<file path="config.mk">
export PLATFORM = sky130hd
export DESIGN_NAME = merge_avlstrm
export DESIGN_NICKNAME = d
export VERILOG_FILES = /design/src/rtl/merge_avlstrm.sv
export SDC_FILE = /design/constraint.sdc
export NUM_CORES = 2
export LEC_CHECK = 0
export CAP_MARGIN = 20
export CORE_AREA = 2 2 684 686
export DETAILED_ROUTE_END_ITERATION = 12
export DIE_AREA = 0 0 686 688
export GPL_ROUTABILITY_DRIVEN = 0
export PLACE_DENSITY = 0.3
export SETUP_SLACK_MARGIN = 0.2
export SLEW_MARGIN = 20
export SYNTH_ARGS = -nofsm -noshare
export SYNTH_HDL_FRONTEND = slang
export SYNTH_SLANG_ARGS = --single-unit
</file>
<file path="constraint.sdc">
create_clock -name Clk -period 6.1 [get_ports Clk]
set_input_delay 1.22 -clock Clk [delete_from_list [all_inputs] [get_ports Clk]]
set_output_delay 1.22 -clock Clk [all_outputs]
set_load 0.01 [all_outputs]
</file>
<file path="src/rtl/merge_avlstrm.sv">
// Two-input Avalon-ST packet merge: packet-granular round-robin into a single
// registered output slot, with orphan-beat discard and packet/drop counters.
module merge_avlstrm #(
  parameter int DWIDTH = 512,
  parameter int EWIDTH = 6,
  parameter int CWIDTH = 12
) (
  input  logic              Clk,
  input  logic              Rst_n,
  input  logic [DWIDTH-1:0] in0_data,
  input  logic              in0_valid,
  input  logic              in0_sop,
  input  logic              in0_eop,
  input  logic [EWIDTH-1:0] in0_empty,
  input  logic [CWIDTH-1:0] in0_channel,
  output logic              in0_ready,
  output logic              in0_almost_full,
  input  logic [DWIDTH-1:0] in1_data,
  input  logic              in1_valid,
  input  logic              in1_sop,
  input  logic              in1_eop,
  input  logic [EWIDTH-1:0] in1_empty,
  input  logic [CWIDTH-1:0] in1_channel,
  output logic              in1_ready,
  output logic              in1_almost_full,
  output logic [DWIDTH-1:0] out_data,
  output logic              out_valid,
  output logic              out_sop,
  output logic              out_eop,
  output logic [EWIDTH-1:0] out_empty,
  output logic [CWIDTH-1:0] out_channel,
  input  logic              out_ready,
  input  logic              out_almost_full,
  output logic [31:0]       stats_in0_pkt,
  output logic [31:0]       stats_in1_pkt,
  output logic [31:0]       stats_out_pkt,
  output logic [31:0]       stats_drop
);
  typedef enum logic [1:0] {IDLE, LOCK0, LOCK1} state_t;

  state_t            r_state, w_nxt;
  logic              r_rr;  // input preferred on the next sop tie
  logic [DWIDTH-1:0] r_data;
  logic              r_valid, r_sop, r_eop;
  logic [EWIDTH-1:0] r_empty;
  logic [CWIDTH-1:0] r_channel;
  logic [31:0]       r_in0_pkt, r_in1_pkt, r_out_pkt, r_drop;

  logic w_free, w_c0, w_c1, w_sel;
  logic w_rdy0, w_rdy1, w_fwd0, w_fwd1, w_orph0, w_orph1;

  assign w_free = !r_valid || out_ready;
  assign w_c0   = in0_valid && in0_sop;
  assign w_c1   = in1_valid && in1_sop;

  always_comb begin
    w_nxt   = r_state;
    w_sel   = 1'b0;
    w_rdy0  = 1'b0;
    w_rdy1  = 1'b0;
    w_fwd0  = 1'b0;
    w_fwd1  = 1'b0;
    w_orph0 = 1'b0;
    w_orph1 = 1'b0;
    case (r_state)
      IDLE: begin
        // Beats without sop here belong to no packet; swallow them regardless of slot.
        w_orph0 = in0_valid && !in0_sop;
        w_orph1 = in1_valid && !in1_sop;
        w_sel   = (w_c0 && w_c1) ? r_rr : w_c1;
        w_fwd0  = w_c0 && !w_sel && w_free;
        w_fwd1  = w_c1 && w_sel && w_free;
        w_rdy0  = w_orph0 || w_fwd0;
        w_rdy1  = w_orph1 || w_fwd1;
        if (w_fwd0 && !in0_eop)      w_nxt = LOCK0;
        else if (w_fwd1 && !in1_eop) w_nxt = LOCK1;
      end
      LOCK0: begin
        w_rdy0 = w_free;
        w_fwd0 = in0_valid && w_free;
        if (w_fwd0 && in0_eop) w_nxt = IDLE;
      end
      LOCK1: begin
        w_rdy1 = w_free;
        w_fwd1 = in1_valid && w_free;
        if (w_fwd1 && in1_eop) w_nxt = IDLE;
      end
      default: w_nxt = IDLE;
    endcase
  end

  assign in0_ready       = w_rdy0 && Rst_n;
  assign in1_ready       = w_rdy1 && Rst_n;
  assign in0_almost_full = out_almost_full;
  assign in1_almost_full = out_almost_full;

  always_ff @(posedge Clk or negedge Rst_n) begin
    if (!Rst_n) begin
      r_state   <= IDLE;
      r_rr      <= 1'b0;
      r_valid   <= 1'b0;
      r_sop     <= 1'b0;
      r_eop     <= 1'b0;
      r_data    <= '0;
      r_empty   <= '0;
      r_channel <= '0;
      r_in0_pkt <= '0;
      r_in1_pkt <= '0;
      r_out_pkt <= '0;
      r_drop    <= '0;
    end else begin
      r_state <= w_nxt;
      if (w_fwd0 && in0_sop)      r_rr <= 1'b1;
      else if (w_fwd1 && in1_sop) r_rr <= 1'b0;

      if (w_fwd0) begin
        r_valid   <= 1'b1;
        r_data    <= in0_data;
        r_sop     <= in0_sop;
        r_eop     <= in0_eop;
        r_empty   <= in0_empty;
        r_channel <= in0_channel;
      end else if (w_fwd1) begin
        r_valid   <= 1'b1;
        r_data    <= in1_data;
        r_sop     <= in1_sop;
        r_eop     <= in1_eop;
        r_empty   <= in1_empty;
        r_channel <= in1_channel;
      end else if (out_ready) begin
        r_valid <= 1'b0;
      end

      if ((w_fwd0 || w_orph0) && in0_eop) r_in0_pkt <= r_in0_pkt + 32'd1;
      if ((w_fwd1 || w_orph1) && in1_eop) r_in1_pkt <= r_in1_pkt + 32'd1;
      if (r_valid && out_ready && r_eop)  r_out_pkt <= r_out_pkt + 32'd1;
      r_drop <= r_drop + {31'd0, w_orph0} + {31'd0, w_orph1};
    end
  end

  assign out_data      = r_data;
  assign out_valid     = r_valid;
  assign out_sop       = r_sop;
  assign out_eop       = r_eop;
  assign out_empty     = r_empty;
  assign out_channel   = r_channel;
  assign stats_in0_pkt = r_in0_pkt;
  assign stats_in1_pkt = r_in1_pkt;
  assign stats_out_pkt = r_out_pkt;
  assign stats_drop    = r_drop;
endmodule

</file>
==> key figures <==
Job
  • Max Cap Viol: 0

Clock network
  • CTS max path bufs: 4
  • Reg clk slew, reported paths: 0.06 ns
  • Clock root cell: clkbuf_16
  • # resized after CTS: 0
  • CTS buffer count: 98
  • Post-CTS setup buffers: 0
  • H-tree levels: 3
  • CTS Sinks: ~660
  • Clock insertion delay at the later pin of the skew report: 0.86 ns
  • CTS tree: yes
  • Hold_buf cts: 0

Placed design
  • Number of port buffers: 1731
  • Area of placed instances: 0.0546 mm^2
  • HPWL after DPL: 290000 um

Logic synthesis
  • Synth async-reset ratio: 1.00
  • Post-synth cell types: 44
  • Post-Syn Nets: 4525
  • EDFF count, synth: 0
  • Avg Inst Size Synth: approximately 8.6 um^2
  • Syn Std Cell Area: 0.0297 mm^2
  • Top cell type's share of synthesized area: 0.560
  • Top FF cell, synth: dfrtp_1
  • Commonest cells post-synth: nand2_1 (1110), dfrtp_1 (664), nor2_1 (566)
  • Synth top area cells: dfrtp_1 (56%), nand2_1 (14%), a31oi_1 (11%)
  • Synth area leader: dfrtp_1
  • Seq/Total Area, Yosys: 0.560
  • Mapped Cells: ~3500
  • Most frequent cell after synthesis: nand2_1
  • YS warnings: 0
  • #FFs+latches synth: 664

Route
  • Avg WL per Cell: 29.3 um
  • Post-route ant nets: 0
  • DRC: 0
  • Vias per inst: 2.99
  • Initial DRT Pass Iterations: 5
  • DR iter-0 viols: 2120
  • Total Wirelength: 334000 um
  • Vias post-DR: roughly 34000

Final layout
  • Layout area overhead: 94.5%
  • Fill cells: 53400
  • Nets: between 6000 and 7000
  • Multi-input gate area: about 0.012 mm^2
  • Layout cells sized above 1: 0.0487
  • Final Instance Area: between 0.05 and 0.06 mm^2
  • FF/Latch Area: 0.0166 mm^2

Pwr
  • VDD IR max: about 0.2 mV
  • Pwr/cell area: 495 mW/mm^2
  • Pleak: 22.0 nW

Timing
  • Setup violators final: 0
  • Relative slew slack: 0.193
  • Final setup TNS: 0 ns
  • Hold Fails Final Rpt: 0
  • Tmin final: ~4.8 ns
  • Max Clk Rate: 209 MHz
  • Slew @ Worst Pin: roughly 1.2 ns
  • Final worst path period share: 0.783
  • Slew Viols, Final: 0
  • Fin Clk Skew: 0.0868 ns
  • RSZ-0062 raised after global routing: false

Global route
  • Total gr overflow: 0
  • GR Util All Layers: 0.136
  • Pin count of the biggest net entering global routing: approximately 130
  • Vias in the first global route: 35100
  • Global-route wire length before repair: 414000 um
  • Initial antenna violation count: between 100 and 150

Critical path
  • Worst path slowest cell: clkdlybuf4s50_1
  • WP data arrival: 3.56 ns
  • Reg-to-reg startpoint: r_state[1]
  • Worst path max stage delay: roughly 0.72 ns
  • Critical Path Source Type: input port
  • Crit-path max FO: 10
  • CP top delay family: buffers and inverters
  • Critical Path Start: out_ready
  • Data required, critical path: 4.88 ns
  • Critical path class: input port to output pin
  • Critical path endpoint category: output pin
  • CP bufs+invs: 2
  • Worst path cell trace: clkdlybuf4s50_1 > nand2b_1 > a21oi_1 > o21ai_0 > and3_1 > clkdlybuf4s50_1
  • Most frequent CP cell: clkdlybuf4s50_1

Floorplanning
  • Die Ht: roughly 690 um
  • Initial Utilization: 0.0638
  • Ports: 1735
  • Placeable Area: 0.465 mm^2
  • Die ar.: 0.472 mm^2
  • Num rows: approximately 250
  • Die width: 686 um

Run status
  • Status: finished clean

Worst hold path
  • Worst hold path class: input port to asynchronous set/reset pin
[metal layers]
| layer | part of all wire | vias to the layer above | wire length, um | GRT usage |
|---|---|---|---|---|
| met5 | 0.0014 | - | 466 | 0 |
| met4 | 0.032 | 66 | 10800 | 0.0393 |
| met3 | 0.13 | 404 | 42600 | 0.0775 |
| met2 | 0.47 | 1494 | 157000 | 0.228 |
| met1 | 0.37 | 17200 | 123000 | 0.145 |
| li1 | - | 15000 | - | - |
[state kept, by name, indices dropped and copies added, names as in the netlist]
register / flops
out_sop: 1
stats_drop: 32
out_eop: 1
r_rr: 1
out_data: 512
stats_in0_pkt: 32
out_valid: 1
out_empty: 6
stats_in1_pkt: 32
stats_out_pkt: 32
out_channel: 12
r_state: 2
[cell families (layout without fill, tap and decap cells)]
family / Yosys count / in the layout / synth area share
simple gates: 1840 / 1840 / 0.248
buf+inv: 265 / 1994 / 0.0360
mux: 3 / 3 / 0.00114
fa+ha+maj: 5 / 5 / 0.00236
flops: 664 / 664 / 0.560
other cells: 0 / 34 / 0
xor+xnor: 123 / 123 / 0.0363
compound gates: 550 / 550 / 0.117
[power breakdown]
part	internal (mW)	switching, mW
clock network	3.30	2.42
logic	5.36	9.29
registers	6.36	1.85
total	15.0	13.6
[placed cells by master (no fill, tap or decap), types with 6 or more instances in the layout]
cell             instances
inv_1                   12
clkinv_2                13
nor2_1                 565
buf_12                  20
nand2_1               1109
and4_1                  17
buf_4                   71
nor4_1                   6
xnor2_1                 77
clkbuf_8                13
diode_2                 34
clkbuf_1                33
and2_1                   6
a31oi_1                534
nand3_1                 41
nand4_1                 40
clkbuf_16               99
clkdlybuf4s50_1       1713
dfrtp_1                664
xor2_1                  46
buf_2                    6
nor3_1                  14
and3_1                  20
[worst register-to-register path: stages, from the launching register on]
cell	delay (ns)
dfrtp_1	0.50
nor4_1	0.42
fa_1	0.54
ha_1	0.31
and4_1	0.38
nand4_1	0.14
nor3_1	0.47
nand4_1	0.21
xnor2_1	0.17
[per-stage QoR]
stage / cells / hold slack (ns) / setup WS (ns) / util / power [mW]
2_1_floorplan: 3450 / 0.491 / 2.72 / - / 11.8
5_1_grt: 11400 / 0.350 / 1.25 / 0.124 / 30.6
4_1_cts: 11400 / 0.289 / 1.29 / 0.124 / 29.8
3_5_place_dp: 11200 / 0.470 / 0.978 / 0.117 / 23.7
6_report: 11400 / 0.366 / 1.32 / 0.124 / 28.6
3_3_place_gp: 11200 / 0.462 / 1.01 / 0.117 / 23.7
[layout make-up]
class / instances / share of cell area
repair buffers: 1812 / 0.315
clock inverters: 25 / 0.00460
multi-input cells: 2521 / 0.208
well taps: 6198 / 0.134
inverters: 12 / 0.000780
clock buffers: 145 / 0.0482
flip-flops and latches: 664 / 0.288
diodes: 34 / 0.00147
[path summary, 6_finish.rpt]
check	to	slack (ns)	cells after the start
worst max-delay path	in0_ready	1.32	6
worst min-delay path	r_state[1]	0.37	1
worst max register to register	stats_drop[28]	2.77	8
worst min register to register	stats_in1_pkt[31]	0.47	1
max in group asynchronous	out_data[493]	3.60	3
min in group Clk	stats_in1_pkt[31]	0.47	1
No activity file was read; power rests on OpenSTA's default activity.
